===== src/rtl/vid_fetch_sched_fta256_pkg.sv =====
// Shared types for the video line-fetch scheduler.
// State enum, slot entry, fta bus request/response bundles.
package fta_vid_pkg;

  localparam int unsigned VFS_WORD_BYTES = 32;

  typedef enum logic [1:0] {
    IDLE,
    ISSUE,
    DRAIN
  } vfs_state_t;

  typedef struct packed {
    logic       vld;
    logic [5:0] idx;
  } vfs_slot_t;

  typedef enum logic [1:0] {
    OKAY,
    DECERR,
    PROTERR,
    ERR
  } fta_err_t;

  typedef struct packed {
    logic [3:0] channel;
    logic [3:0] tranid;
  } fta_tid_t;

  typedef struct packed {
    logic        cyc;
    logic        we;
    logic [31:0] sel;
    logic [31:0] padr;
    fta_tid_t    tid;
  } fta_req_t;

  typedef struct packed {
    logic         ack;
    logic         stall;
    fta_err_t     err;
    fta_tid_t     tid;
    logic [255:0] dat;
  } fta_resp_t;

endpackage


===== src/rtl/vid_fetch_sched_fta256_if.sv =====
// fta 256-bit bus: req from master, resp from slave.
// Ports: master(out req, in resp), slave(in req, out resp).
interface fta_bus_interface;
  import fta_vid_pkg::*;

  fta_req_t  req;
  fta_resp_t resp;

  modport master(output req, input resp);
  modport slave(input req, output resp);
endinterface


===== src/rtl/edge_det.sv =====
// Level-to-pulse rising edge detector.
// Ports: clk, rst, i (level in), pe (rising-edge pulse, same cycle).
module edge_det (
  input  logic clk,
  input  logic rst,
  input  logic i,
  output logic pe
);
  logic q;

  always_ff @(posedge clk or posedge rst)
    if (rst) q <= 1'b0;
    else     q <= i;

  assign pe = i & ~q;
endmodule


===== src/rtl/vid_fetch_sched_fta256_slot_tbl.sv =====
// Outstanding-read slot table: tag -> line word index.
// Ports: alloc/alloc_idx, free_en/free_slot, lk_slot/lk, avail/avail_slot.
module vfs_slot_tbl
  import fta_vid_pkg::*;
#(
  parameter int MAX_OUT = 8
) (
  input  logic       clk,
  input  logic       rst,
  input  logic       alloc,
  input  logic [5:0] alloc_idx,
  input  logic       free_en,
  input  logic [2:0] free_slot,
  input  logic [2:0] lk_slot,
  output vfs_slot_t  lk,
  output logic       avail,
  output logic [2:0] avail_slot
);
  vfs_slot_t tbl [MAX_OUT];

  always_ff @(posedge clk or posedge rst)
    if (rst) begin
      for (int i = 0; i < MAX_OUT; i++)
        tbl[i] <= '0;
    end else begin
      for (int i = 0; i < MAX_OUT; i++) begin
        if (free_en && free_slot == 3'(i))
          tbl[i].vld <= 1'b0;
        if (alloc && avail_slot == 3'(i))
          tbl[i] <= '{vld: 1'b1, idx: alloc_idx};
      end
    end

  // Descending scan so the lowest free slot wins.
  always_comb begin
    avail      = 1'b0;
    avail_slot = '0;
    lk         = '0;
    for (int i = MAX_OUT - 1; i >= 0; i--)
      if (!tbl[i].vld) begin
        avail      = 1'b1;
        avail_slot = 3'(i);
      end
    for (int i = 0; i < MAX_OUT; i++)
      if (lk_slot == 3'(i))
        lk = tbl[i];
  end
endmodule


===== src/rtl/vid_fetch_sched_fta256.sv =====
// Line-fetch scheduler: per line_start, reads line_words 256-bit words
// over fta (m), tags by slot, writes returns to lb_* in any order.
module vid_fetch_sched_fta256
  import fta_vid_pkg::*;
#(
  parameter int         MAX_OUT = 8,
  parameter logic [3:0] CHAN    = 4'd0
) (
  input  logic         clk,
  input  logic         rst,
  input  logic         en,
  input  logic         vSync,
  input  logic         line_start,
  input  logic [31:0]  base_adr,
  input  logic [15:0]  stride,
  input  logic [11:0]  vlines,
  input  logic [5:0]   line_words,
  input  logic         lb_free,
  fta_bus_interface.master m,
  output logic         lb_we,
  output logic [5:0]   lb_adr,
  output logic [255:0] lb_dat,
  output logic         line_done,
  output logic         busy,
  output logic [15:0]  overrun_cnt,
  output logic [15:0]  err_cnt
);
  vfs_state_t  state, state_nxt;
  logic [31:0] line_adr;
  logic [11:0] line_no;
  logic [5:0]  issue_idx, rcv_cnt, ld_idx;
  logic        epoch;
  logic [3:0]  outstanding;
  logic        req_cyc;
  logic [31:0] req_padr;
  fta_tid_t    req_tid;
  logic        vs_rise, avail;
  logic [2:0]  avail_slot, rsp_slot;
  vfs_slot_t   lk;
  logic        start, pend, load, accept;
  logic        own_ack, rsp_free, rsp_wr, done;

  edge_det u_vs (.clk(clk), .rst(rst), .i(vSync), .pe(vs_rise));

  assign rsp_slot = m.resp.tid.tranid[2:0];

  vfs_slot_tbl #(.MAX_OUT(MAX_OUT)) u_slots (
    .clk(clk), .rst(rst),
    .alloc(load), .alloc_idx(ld_idx),
    .free_en(rsp_free), .free_slot(rsp_slot),
    .lk_slot(rsp_slot), .lk(lk),
    .avail(avail), .avail_slot(avail_slot)
  );

  assign busy    = (state != IDLE);
  assign accept  = req_cyc & ~m.resp.stall;
  assign own_ack = m.resp.ack & (m.resp.tid.channel == CHAN);
  // Only a tag we actually hold may free a slot.
  assign rsp_free = own_ack & lk.vld;
  assign rsp_wr   = rsp_free & busy & ~vs_rise
                  & (m.resp.tid.tranid[3] == epoch);

  assign start = (state == IDLE) & line_start & en & lb_free
               & (line_no < vlines) & ~vs_rise;
  assign pend  = (state == ISSUE) & (issue_idx != line_words);
  assign ld_idx = (state == ISSUE) ? issue_idx : 6'd0;
  // The first word loads on the start edge itself.
  assign load  = (start | pend) & ~vs_rise
               & (~req_cyc | ~m.resp.stall)
               & avail & (outstanding < 4'(MAX_OUT));
  assign done  = (state == DRAIN) & (rcv_cnt == line_words) & ~vs_rise;

  always_comb begin
    state_nxt = state;
    unique case (state)
      IDLE:  if (start) state_nxt = ISSUE;
      ISSUE: if (accept && !load && issue_idx == line_words)
               state_nxt = DRAIN;
      DRAIN: if (rcv_cnt == line_words) state_nxt = IDLE;
      default: state_nxt = IDLE;
    endcase
    if (vs_rise) state_nxt = IDLE;
  end

  always_comb begin
    m.req      = '0;
    m.req.cyc  = req_cyc;
    m.req.sel  = '1;
    m.req.padr = req_padr;
    m.req.tid  = req_tid;
  end

  always_ff @(posedge clk or posedge rst)
    if (rst) begin
      state       <= IDLE;
      line_adr    <= '0;
      line_no     <= '0;
      issue_idx   <= '0;
      rcv_cnt     <= '0;
      epoch       <= 1'b0;
      outstanding <= '0;
      req_cyc     <= 1'b0;
      req_padr    <= '0;
      req_tid     <= '0;
      lb_we       <= 1'b0;
      lb_adr      <= '0;
      lb_dat      <= '0;
      line_done   <= 1'b0;
      overrun_cnt <= '0;
      err_cnt     <= '0;
    end else begin
      state     <= state_nxt;
      line_done <= done;
      lb_we     <= rsp_wr;
      if (rsp_wr) begin
        lb_adr <= lk.idx;
        lb_dat <= (m.resp.err == OKAY) ? m.resp.dat : '0;
      end
      if (load) begin
        req_cyc     <= 1'b1;
        req_padr    <= line_adr + 32'(ld_idx) * VFS_WORD_BYTES;
        req_tid     <= '{channel: CHAN, tranid: {epoch, avail_slot}};
        issue_idx   <= ld_idx + 6'd1;
      end else begin
        if (accept) req_cyc <= 1'b0;
        if (start)  issue_idx <= '0;
      end
      if (start)       rcv_cnt <= '0;
      else if (rsp_wr) rcv_cnt <= rcv_cnt + 6'd1;
      case ({load, rsp_free})
        2'b10:   outstanding <= outstanding + 4'd1;
        2'b01:   outstanding <= outstanding - 4'd1;
        default: ;
      endcase
      if (done) begin
        line_adr <= line_adr + 32'(stride);
        line_no  <= line_no + 12'd1;
      end
      if (vs_rise) begin
        line_no  <= '0;
        line_adr <= base_adr;
        epoch    <= ~epoch;
      end
      if (line_start && busy && !vs_rise && overrun_cnt != '1)
        overrun_cnt <= overrun_cnt + 16'd1;
      if (rsp_free && m.resp.err != OKAY && err_cnt != '1)
        err_cnt <= err_cnt + 16'd1;
    end
endmodule

===== src/flat_wrapper.sv =====
// flat-port wrapper written by rule: the top's interface ports become plain ports
module vid_fetch_sched_fta256_flat import fta_vid_pkg::*;
#(
  parameter int         MAX_OUT = 8,
  parameter logic [3:0] CHAN    = 4'd0
)
  (clk, rst, en, vSync, line_start, base_adr, stride, vlines, line_words, lb_free, lb_we, lb_adr, lb_dat, line_done, busy, overrun_cnt, err_cnt, m_req, m_resp);
  fta_bus_interface m_i ();
  input  logic clk;
  input  logic rst;
  input  logic en;
  input  logic vSync;
  input  logic line_start;
  input  logic [31:0] base_adr;
  input  logic [15:0] stride;
  input  logic [11:0] vlines;
  input  logic [5:0] line_words;
  input  logic lb_free;
  output logic lb_we;
  output logic [5:0] lb_adr;
  output logic [255:0] lb_dat;
  output logic line_done;
  output logic busy;
  output logic [15:0] overrun_cnt;
  output logic [15:0] err_cnt;
  output wire logic [$bits(m_i.req)-1:0] m_req;
  input wire logic [$bits(m_i.resp)-1:0] m_resp;
  assign m_req = m_i.req;
  assign m_i.resp = m_resp;
  vid_fetch_sched_fta256 #(.MAX_OUT(MAX_OUT), .CHAN(CHAN)) u_core (.clk(clk), .rst(rst), .en(en), .vSync(vSync), .line_start(line_start), .base_adr(base_adr), .stride(stride), .vlines(vlines), .line_words(line_words), .lb_free(lb_free), .m(m_i), .lb_we(lb_we), .lb_adr(lb_adr), .lb_dat(lb_dat), .line_done(line_done), .busy(busy), .overrun_cnt(overrun_cnt), .err_cnt(err_cnt));
endmodule

===== config.mk =====
export PLATFORM = sky130hd
export DESIGN_NAME = vid_fetch_sched_fta256_flat
export DESIGN_NICKNAME = d
export VERILOG_FILES = /design/src/rtl/vid_fetch_sched_fta256_pkg.sv /design/src/rtl/vid_fetch_sched_fta256_if.sv /design/src/rtl/edge_det.sv /design/src/rtl/vid_fetch_sched_fta256_slot_tbl.sv /design/src/rtl/vid_fetch_sched_fta256.sv /design/src/flat_wrapper.sv
export SDC_FILE = /design/constraint.sdc
export NUM_CORES = 1
export LEC_CHECK = 0
export CAP_MARGIN = 20
export CORE_MARGIN = 2
export CORE_UTILIZATION = 28
export DETAILED_ROUTE_END_ITERATION = 6
export GPL_ROUTABILITY_DRIVEN = 1
export GPL_TIMING_DRIVEN = 0
export PLACE_DENSITY = 0.55
export SYNTH_ARGS = -nofsm -noshare
export SYNTH_HDL_FRONTEND = slang
export SYNTH_SLANG_ARGS = --single-unit

===== constraint.sdc =====
create_clock -name clk -period 19.3 [get_ports clk]
set_input_delay 3.86 -clock clk [delete_from_list [all_inputs] [get_ports clk]]
set_output_delay 3.86 -clock clk [all_outputs]
set_load 0.01 [all_outputs]

Yosys cells after proc, flatten, opt, wreduce, memory -nomap -nowiden
Cells that the tools add are included.
Widths: inputs -> output; s select.
- bits in latches: 0
- bits in writable memories: 0
- logic and storage cells: 201
- output and inout port bits: 371
- flip-flop bits (word level): 453
- bits of input ports: 340
- ROM bits: 0
- memories kept: 0
- div/mod/pow operators: 0
- multiplexer cells: 58
- eq/ne operators: 27
- magnitude comparators: 2
- reductions and logical operators: 46
- shifts and indexed selects: 0
- multipliers: 0
- add/subtract/negate cells: 9
- bitwise gates (word level): 26
- operator list (operator ; count):
    $mux 256 ; 1
    $mux 7 ; 16
    $mux 32 ; 2
    $add 16x1->16 const B ; 2
    $add 32x11->32 ; 1
    $add 32x16->32 ; 1
    $ne 16x16->1 const B ; 2
    $mux 6 ; 5
    $reduce_bool 2->1 ; 15
    $eq 3x3->1 const B ; 8
    $mux 12 ; 2
    $mux 3 ; 8
    $logic_and 1x1->1 ; 23
    $and 1x1->1 ; 19
    $mux 1 ; 18
    $add 12x1->12 const B ; 1
    $add 6x1->6 const B ; 2
    $eq 3x2->1 const B ; 4
    $eq 6x6->1 ; 2
    $lt 12x12->1 ; 1
    $mux 2 ; 4
    $pmux 4 s2 ; 1
    $eq 3x1->1 const B ; 2
    $logic_not 3->1 ; 2
    other kinds (16) ; 26

Depth between registers and ports, before layout
Gate-level depths: netlist (run 1).
- depth in word-level cells: 17
- gate-level depth with buffers: 16
- gate-level depth less buffers: 15

Hierarchy
A second synthesis (run 1) with hierarchy kept.
- cell total of the unflattened synthesis: 2228
- area, all modules: 21219.1 µm²
- modules (own cells, without submodules) (module ; seq. area each (µm²) ; area each (µm²) ; cells each ; times used):
    vid_fetch_sched_fta256 ; 9909.5 ; 18416.4 ; 2036 ; 1
    vfs_slot_tbl ; 1401.3 ; 2760.1 ; 189 ; 1
    edge_det ; 25.0 ; 42.5 ; 3 ; 1

Worst setup path after synthesis (run 1)
No wires, ideal clock.
- path type: in2reg
- start point: input vlines[11]
- end point: register u_core.outstanding[3]
- arrival: 6.707 ns
- required time: 19.175 ns
- setup slack: 12.467 ns
- setup time: 0.125 ns
- stages: 15
- buffers on the path: 1
- path through: inv_1 ha_1 nand4b_1 a2111oi_4 o221ai_1 a21boi_1 inv_2 clkbuf_1 ha_1 ha_1 a21o_1 a21oi_1 xnor2_1 nor2_1 xor2_1
- word-level cells in the longest chain between the ends: 10
- elaborated cells on any way between the ends: 12
- those cells by class: order compare (1); eq/ne (2); mux (1); bitwise (7); reduce/logical (1)
- RTL lines (item ; RTL line ; text):
    from (decl) ; flat_wrapper.sv:16 ; input logic [11:0] vlines;
    $lt 12x12->1 * ; vid_fetch_sched_fta256.sv:64 ; & (line_no < vlines) & ~vs_rise;
    $and 1x1->1 * (2 in series) ; vid_fetch_sched_fta256.sv:64 ;
    $or 1x1->1 * ; vid_fetch_sched_fta256.sv:68 ; assign load = (start | pend) & ~vs_rise
    $and 1x1->1 * ; vid_fetch_sched_fta256.sv:68 ;
    $and 1x1->1 * ; vid_fetch_sched_fta256.sv:69 ; & (~req_cyc | ~m.resp.stall)
    $and 1x1->1 * (2 in series) ; vid_fetch_sched_fta256.sv:70 ; & avail & (outstanding < 4'(MAX_OUT));
    $eq 2x1->1 / $eq 2x2->1 (equally long branches) ; vid_fetch_sched_fta256.sv:130 ; case ({load, rsp_free})
    $pmux 4 s2 / $reduce_bool 2->1 (equally long branches) ; n/a ;
    to (signal assigned) ; vid_fetch_sched_fta256.sv:131 ; 2'b10: outstanding <= outstanding + 4'd1;
    to (signal assigned) ; vid_fetch_sched_fta256.sv:132 ; 2'b01: outstanding <= outstanding - 4'd1;
    to (decl) ; vid_fetch_sched_fta256.sv:33 ; logic [3:0] outstanding;
Mark *: on every way between the ends. The rest lies on a longest branch, timed or not.
A chain may end at the register's enable or synchronous reset.

Worst setup path in the final report (run 1)
Ends and elaborated chain as after synthesis.

==> impl_metrics.ini, run 1 <==
[run_status]
status = completed

[route]
avgViaCountPerCell = 4.793
drtIter0Drc = 1409
route.detailed.drc = 0
wl_per_cell_um = 22.26
met3WireLength_mm = 6.570
via_count = 19320
wl_met1_mm = 39.03
ant_nets = 0
dr.pass1.iters = 7
routed-wl-met2_mm = 42.07
route.top_layer_used = met5
wl_mm = 89.73

[critical_path]
r2r_cells = 14
ff2ff_setup_slack_ns = 14.95
r2r-end = u_core.outstanding[3]
crit_path_max_fanout = 10
worstPathArrival_ns = 8.18
critical_path_class = in2reg
worstReg2RegStart = u_core.line_no[11]
cp-start-kind = input port
critPathSlowestCell = a21boi_1
worst_setup_path_end_kind = register
required_ns = 19.78
crit_chain = clkdlybuf4s50_1 > inv_1 > ha_1 > nand4b_1 > a2111oi_4 > o221ai_1 > a21boi_1 > inv_2 > clkbuf_1 > ha_1 > ha_1 > a21o_1 > a21oi_1 > xnor2_1 > nor2_1 > xor2_1
path_common_cell = ha_1
max_stage_delay_ns = 0.73

[clock_tree]
root_buffer = clkbuf_16
cts_resized = 0
numCtsBuffers = 54
cts_setup_buffers = 0
hold_buffers = 0
cts_buffer_depth = 3
cts_max_level = 2
cts_tree = built
clkTransAtPathRegs_ns = 0.06
clock-sinks = 453
clk_latency_ns = 0.61

[logic_synthesis]
synth_edf_count = 0
netlist_instances = 2246
yosysWarningCount = 0
ys_top_cells_by_area = dfrtp_1 (54%), nand2_1 (12%), nand3_1 (7.2%)
async_flop_share_pct = 100.0
avgSynthCellArea_um2 = 9.406
synth_top_area_cell = dfrtp_1
synthTopCellsByCount = nand2_1 (684), dfrtp_1 (453), nand3_1 (303)
synth_top_area_share_pct = 53.66
synth.most_common_cell = nand2_1
synth_seq_cells = 453
ys.flop_type = dfrtp_1
synth.distinct_cells = 73
netlist_area_um2 = 21130
synth-seq-area-share_pct = 53.66

[min_path]
hold_path_depth = 2
whs_endpoint = u_core.lb_dat[24]
hold_start = u_core.lb_dat[24]
hp-class = reg2reg

[floorplan]
fp.dieW_um = 278.7
boundaryPins = 711
die_h_um = 278.7
start_util_pct = 28.33
rows = 100
coreArea_um2 = 74570
die-area_um2 = 77660

[final_layout]
register_area_um2 = 11340
drive_above_1_share_pct = 7.881
nets = 3398
syn2layout_area_growth_pct = 47.63
n_fill_cell = 7310
multi_input_area_um2 = 8959

[power]
irDropWorstVdd_uv = 60.69
totalPowerFinal_uw = 2711
power_density_nw_per_um2 = 86.92
p_leak_uw = 0.01479

[flow_run]
max_cap_violations = 0

[timing]
fin_crit_ns = 7.702
max_slew_margin_pct = 33.83
drv_slew = 0
hold_violations = 0
fin_crit_sh_pct = 39.90
rsz0062_at_grt = false
fmax_mhz = 129.8
finClkSkew_ns = 0.02417
timing.final.ws_setup_ns = 11.60
worstMarginPinSlew_ns = 0.9926
setup_viol = 0

[placement]
place_ws_ns = 10.90
io_buffers = 672
hpwl_mm = 71.42
place.gp.congestion = 0.9222

[grt]
grt_pass1_wl_mm = 130.1
grt_pass1_vias = 19213
grt_start_max_net_pins = 119
grt_use_total_pct = 22.40
antenna_found_initial = 16
gr-total-overflow = 0
## where the power goes
group | switching, µW | internal, µW | leakage [µW] | total, µW
sequential | 73.9 | 1040 | 0.00613 | 1110
clock | 431 | 636 | 0.000920 | 1070
combinational | 265 | 267 | 0.00774 | 532
## metal layers
metal | vias to the layer above | GRT usage (%)
li1 | 9014 | -
met4 | 18 | 5.156
met5 | - | 0
met2 | 692 | 36.50
met1 | 9460 | 29.86
met3 | 136 | 5.765
## worst max-delay path, delay by kind of cell
kind | cells | cell delay (ns)
buffers and inverters | 4 | 0.99
AND/OR/NAND/NOR | 2 | 0.38
adder cells (fa/ha/maj) | 3 | 0.84
AO/OA/AOI/OAI | 5 | 1.80
XOR/XNOR | 2 | 0.29
## cell usage in the layout, fill, tap and decap left out, drive strengths merged, types with 6 or more instances in the layout
cell	instances
a211oi	6
a21o	10
a21oi	41
a31oi	7
and2	11
and3	23
and4	6
buf	89
clkbuf	164
clkdlybuf4s50	672
clkinv	13
conb	37
dfrtp	453
ha	41
inv	34
mux2	57
mux4	7
nand2	684
nand2b	6
nand3	303
nand4	23
nor2	56
nor2b	13
nor3	15
o21a	7
o21ai	84
o221ai	6
or4	8
xnor2	43
xor2	62
## sequential cells by signal, indices dropped and copies added, names as in the netlist, 6 cells and up
| signal | cells |
|---|---|
| u_core.err_cnt | 16 |
| u_core.issue_idx | 6 |
| u_core.lb_adr | 6 |
| u_core.lb_dat | 256 |
| u_core.line_adr | 32 |
| u_core.line_no | 12 |
| u_core.overrun_cnt | 16 |
| u_core.rcv_cnt | 6 |
| u_core.req_padr | 32 |
| u_core.u_slots.tbl | 56 |
## cell families after synthesis
family | synth area share [%]
AO/OA/AOI/OAI | 5.816
adder cells (fa/ha/maj) | 2.713
other | 0.03555
multiplexers | 4.341
XOR/XNOR | 4.353
flip-flops | 53.66
buffers and inverters | 4.555
AND/OR/NAND/NOR | 24.53
## worst max path at each step
| stage | from | endpoint | slack, ns | cells after the start |
|---|---|---|---|---|
| 2_1_floorplan | rst | u_core.epoch | 2.81 | 1 |
| 3_3_place_gp | rst | u_core.lb_dat[219] | -3.25 | 2 |
| 3_5_place_dp | vlines[11] | u_core.outstanding[3] | 10.90 | 16 |
| 4_1_cts | vlines[11] | u_core.outstanding[3] | 11.54 | 16 |
| 5_1_grt | vlines[11] | u_core.outstanding[3] | 11.37 | 16 |
| 6_report | vlines[11] | u_core.outstanding[3] | 11.60 | 16 |
## layout make-up
type,instances,area share [%]
clock buffers,76,5.047
flip-flops and latches,453,36.35
plain buffers,172,2.724
well taps,969,3.887
inverters,30,0.3851
multi-input cells,1626,28.73
diodes,4,0.03210
repair buffers,677,21.94
clock inverters,24,0.9067
## through the flow
step           cell area [µm²]  std cells  hold WS, ns  utilization [%]  setup TNS [ns]
4_1_cts                  31180       4027       0.4675            41.81               0
3_5_place_dp             29320       3927       0.4548            39.32               0
6_report                 31190       4031       0.4633            41.82               0
5_1_grt                  31180       4030       0.4847            41.82               0
3_3_place_gp             29200       3922       0.4479            39.15        -1437.54
2_1_floorplan            21260       2281       0.4434                -               0
(Power assumes the default switching activity.)
==> run 2: changes to the inputs <==
PLACE_DENSITY = 0.57   (was 0.55)
clock period = 6.6 ns   (was 19.3 ns; I/O delays follow)
==> impl_metrics.ini, run 2 (same netlist as run 1, synthesis figures left out) <==
[floorplan]
coreArea_um2 = 74570
rows = 100
boundaryPins = 711
die_h_um = 278.7
die-area_um2 = 77660
start_util_pct = 28.33
fp.dieW_um = 278.7

[clock_tree]
root_buffer = clkbuf_16
clk_latency_ns = 0.60
numCtsBuffers = 53
clock-sinks = 453
cts_tree = built
cts_buffer_depth = 3
clkTransAtPathRegs_ns = 0.06
hold_buffers = 0
cts_resized = 0
cts_setup_buffers = 0
cts_max_level = 2

[critical_path]
cp-startpoint = vlines[11]
worst_setup_path_end_kind = register
worstReg2RegStart = u_core.line_no[11]
required_ns = 7.08
cp-start-kind = input port
critical_path_class = in2reg
worstPathArrival_ns = 5.64
crit_path_max_fanout = 10

[power]
p_sw_uw = 2183
swShare_pct = 28.15
irDropWorstVdd_uv = 221.3
internal_power_uw = 5570
power_density_nw_per_um2 = 248.3
comb_power_share_pct = 20.0
pwr-share-clk_pct = 38.2
p_leak_uw = 0.01480
pwr-share-seq_pct = 41.8

[timing]
fin_crit_sh_pct = 78.19
finClkSkew_ns = 0.02625
setup_viol = 0
worstMarginPinSlew_ns = 0.9616
max_slew_margin_pct = 35.89
timing.final.ws_setup_ns = 1.439
rsz0062_at_grt = false
fmax_mhz = 193.8
drv_slew = 0
hold_violations = 0
holdWs_ns = 0.4607
fin_crit_ns = 5.161

[grt]
gr-total-overflow = 0
grt_start_max_net_pins = 40
grt_pass1_wl_mm = 125.0
grt_use_total_pct = 21.37
grt_pass1_vias = 18445
antenna_found_initial = 16

[final_layout]
syn2layout_area_growth_pct = 47.80
reg_top3 = u_core.lb_dat (256), u_core.u_slots.tbl (56)
mostFrequentLayoutCells = nand2_1 (684), clkdlybuf4s50_1 (672), dfrtp_1 (453)
largest_reg_flops = 256
layout_commonest_cell = nand2_1
nets = 3407
top_register = u_core.lb_dat
final_cell_area_um2 = 31220
drive_above_1_share_pct = 7.843
n_fill_cell = 7451

[route]
drtIter0Drc = 1404
wl_per_cell_um = 21.11
avgViaCountPerCell = 4.698
ant_nets = 0
route.detailed.drc = 0
via_count = 18944
wl_mm = 85.13
dr.pass1.iters = 5

[run_status]
status = completed

[placement]
io_buffers = 672
place.gp.congestion = 0.9131
place_ws_ns = 0.7950
dpl_cell_area_um2 = 29490
hpwl_mm = 67.65

[min_path]
hold_start = u_core.lb_dat[0]
hp-class = reg2reg

[flow_run]
max_cap_violations = 0
## run 2: worst max-delay path, stage by stage
cell and delay [ns]:
clkdlybuf4s50_1 0.46, inv_1 0.07, ha_1 0.25, nand4b_1 0.32
a2111oi_4 0.42, o221ai_1 0.34, a21boi_1 0.66, inv_2 0.18
clkbuf_1 0.32, ha_1 0.33, ha_1 0.28, a21o_1 0.17
a21oi_1 0.18, xnor2_1 0.14, nor2_1 0.06, xor2_1 0.14
## run 2: power groups by stage
stage	logic, µW	registers (µW)	clock network, µW
global route	1700	3280	3160
CTS	1560	3240	3040
finish	1550	3240	2960
detailed placement	1560	3290	0
global placement	1520	3290	0
floorplan	683	3310	0
## run 2: cell type report
| type | instances | area [µm²] | area share, % |
|---|---|---|---|
| Sequential cell | 453 | 11340 | 36.31 |
| Multi-Input combinational cell | 1626 | 8959 | 28.69 |
| Timing Repair Buffer | 687 | 7022 | 22.49 |
| Clock buffer | 75 | 1519 | 4.865 |
| Tap cell | 969 | 1212 | 3.883 |
| Buffer | 172 | 849.6 | 2.721 |
| Clock inverter | 17 | 201.4 | 0.6452 |
| Inverter | 30 | 116.4 | 0.3727 |
| Antenna cell | 3 | 7.507 | 0.02404 |
## run 2: worst paths after layout
kind                                          endpoint  slack, ns  cells after the start
worst max-delay path             u_core.outstanding[3]       1.44                     16
worst min-delay path                  u_core.lb_dat[0]       0.46                      2
worst max register to register   u_core.outstanding[3]       2.30                     14
worst min register to register        u_core.lb_dat[0]       0.46                      2
max in group asynchronous           u_core.lb_dat[206]       3.73                      8
min in group asynchronous       u_core.overrun_cnt[15]       1.14                      2
## run 2: through the flow
stage	utilization [%]	power, µW	cells	TNS [ns]
after global routing	41.87	8140	4031	0
after detailed placement	39.55	4841	3937	0
after floorplan	-	3997	2281	-383.73
final	41.87	7753	4032	0
after CTS	41.86	7850	4029	0
after global placement	39.16	4811	3922	-1997.78
## run 2: metal layers
metal | track usage, % | up-vias | wire length (µm)
met1 | 29.21 | 9107 | 37670
met4 | 5.197 | 14 | 1828
met3 | 5.849 | 109 | 7054
met2 | 33.53 | 703 | 38500
li1 | - | 9011 | -
met5 | 0 | - | 83
==> run 3: changes to the inputs <==
clock period = 4.66 ns   (was 6.6 ns; I/O delays follow)
==> impl_metrics.ini, run 3 (same netlist as run 1, synthesis figures left out) <==
[final_layout]
reg_top3 = u_core.lb_dat (256), u_core.u_slots.tbl (56)
largest_reg_flops = 256
final_util_pct = 41.89
layout_commonest_cell = nand2_1
syn2layout_area_growth_pct = 47.88
register_area_um2 = 11340
drive_above_1_share_pct = 7.908
mostFrequentLayoutCells = nand2_1 (684), clkdlybuf4s50_1 (672), dfrtp_1 (453)
multi_input_area_um2 = 8976
top_register = u_core.lb_dat
n_fill_cell = 7449
nets = 3407

[route]
wl_mm = 85.18
wl_met1_mm = 37.61
drtIter0Drc = 1461
routed-wl-met2_mm = 38.52
route.detailed.drc = 0
ant_nets = 0
wl_per_cell_um = 21.13
dr.pass1.iters = 5
route.top_layer_used = met5
met3WireLength_mm = 7.224
via_count = 18874
avgViaCountPerCell = 4.681

[critical_path]
required_ns = 5.15
crit_path_max_fanout = 10
cp-start-kind = input port
worst_setup_path_end_kind = register
worstPathArrival_ns = 4.80
critical_path_class = in2reg

[timing]
hold_violations = 0
rsz0062_at_grt = false
setup_viol = 0
finClkSkew_ns = 0.02675
max_slew_margin_pct = 36.36
fin_crit_sh_pct = 92.57
holdWs_ns = 0.4607
fmax_mhz = 231.8
drv_slew = 0
fin_crit_ns = 4.314
worstMarginPinSlew_ns = 0.9546

[flow_run]
max_cap_violations = 0

[placement]
io_buffers = 672
place.gp.congestion = 0.9131
hpwl_mm = 67.65

[min_path]
hp-class = reg2reg

[clock_tree]
cts_setup_buffers = 0
cts_buffer_depth = 3
clkTransAtPathRegs_ns = 0.06
root_buffer = clkbuf_16
clk_latency_ns = 0.60
cts_tree = built
clock-sinks = 453
numCtsBuffers = 53
cts_max_level = 2

[grt]
grt_use_total_pct = 21.37
grt_pass1_vias = 18432
grt_start_max_net_pins = 40
grt_pass1_wl_mm = 125.1
antenna_found_initial = 16
gr-total-overflow = 0

[floorplan]
rows = 100
coreArea_um2 = 74570
start_util_pct = 28.33
die-area_um2 = 77660
fp.dieW_um = 278.7
boundaryPins = 711
die_h_um = 278.7

[power]
irDropWorstVdd_uv = 313.6
internal_power_uw = 7893
comb_power_share_pct = 20.0
p_sw_uw = 3097
totalPowerFinal_uw = 10990
power_density_nw_per_um2 = 351.8
p_leak_uw = 0.01480
swShare_pct = 28.18
pwr-share-clk_pct = 38.2
pwr-share-seq_pct = 41.8

[run_status]
status = completed
==> run 3: final timing paths <==
path                                          to  slack (ns)        startpoint  cells past startpoint
setup / recovery           u_core.outstanding[3]        0.35        vlines[11]                     16
hold reg to reg                 u_core.lb_dat[0]        0.46  u_core.lb_dat[0]                      2
min in group asynchronous        u_core.m.req[0]        0.75               rst                      2
hold / removal                  u_core.lb_dat[0]        0.46  u_core.lb_dat[0]                      2
max in group asynchronous     u_core.lb_dat[206]        2.18               rst                      8
setup reg to reg             u_core.req_padr[31]        0.42   u_core.state[1]                     14
==> run 3: power groups by stage <==
stage                     combinational, µW  sequential [µW]  clock, µW
final                                  2200             4590       4200
after global routing                   2410             4640       4480
after CTS                              2220             4590       4310
after detailed placement               2200             4650          0
after global placement                 2150             4660          0
after floorplan                         967             4690          0
==> run 3: critical path, cell delays in order <==
cell and delay (ns):
clkdlybuf4s50_1 0.46, inv_1 0.07, ha_1 0.24, nand4b_1 0.33, a2111oi_4 0.45, o221ai_2 0.26, a21boi_4 0.33, inv_2 0.13
clkbuf_1 0.29, ha_1 0.34, ha_1 0.28, a21o_1 0.17, a21oi_1 0.18, xnor2_1 0.14, nor2_1 0.06, xor2_1 0.14
==> run 3: stage by stage <==
| stage | std cells | setup WS [ns] | setup TNS (ns) | cell area (µm²) |
|---|---|---|---|---|
| global placement | 3922 | -6.059 | -2753.95 | 29200 |
| finish | 4032 | 0.3461 | 0 | 31240 |
| floorplan | 2281 | -2.399 | -1086.78 | 21260 |
| detailed placement | 3937 | -0.7570 | -1.892 | 29490 |
| CTS | 4029 | 0.06927 | 0 | 31220 |
| global route | 4031 | 0.1292 | 0 | 31240 |
==> run 3: layout make-up <==
type | count | share of cell area (%)
antenna | 3 | 0.02403
clock inverter | 17 | 0.6448
buffer | 172 | 2.719
inverter | 30 | 0.3725
clock buffer | 75 | 4.862
multi-input combinational | 1626 | 28.73
tap | 969 | 3.881
sequential | 453 | 36.29
timing repair buffer | 687 | 22.48
==> run 3: per-layer routing <==
| layer | global-route usage (%) | vias up |
|---|---|---|
| li1 | - | 9014 |
| met1 | 29.26 | 9049 |
| met2 | 33.58 | 692 |
| met3 | 5.849 | 105 |
| met4 | 5.018 | 14 |
| met5 | 0 | - |
==> run 3: repair_timing <==
item / CTS / global route
gates resized for setup: 1 / 2
endpoints found under the setup margin: 1 / 1
hold buffers: 0 / 0
pin swaps: 0 / 0
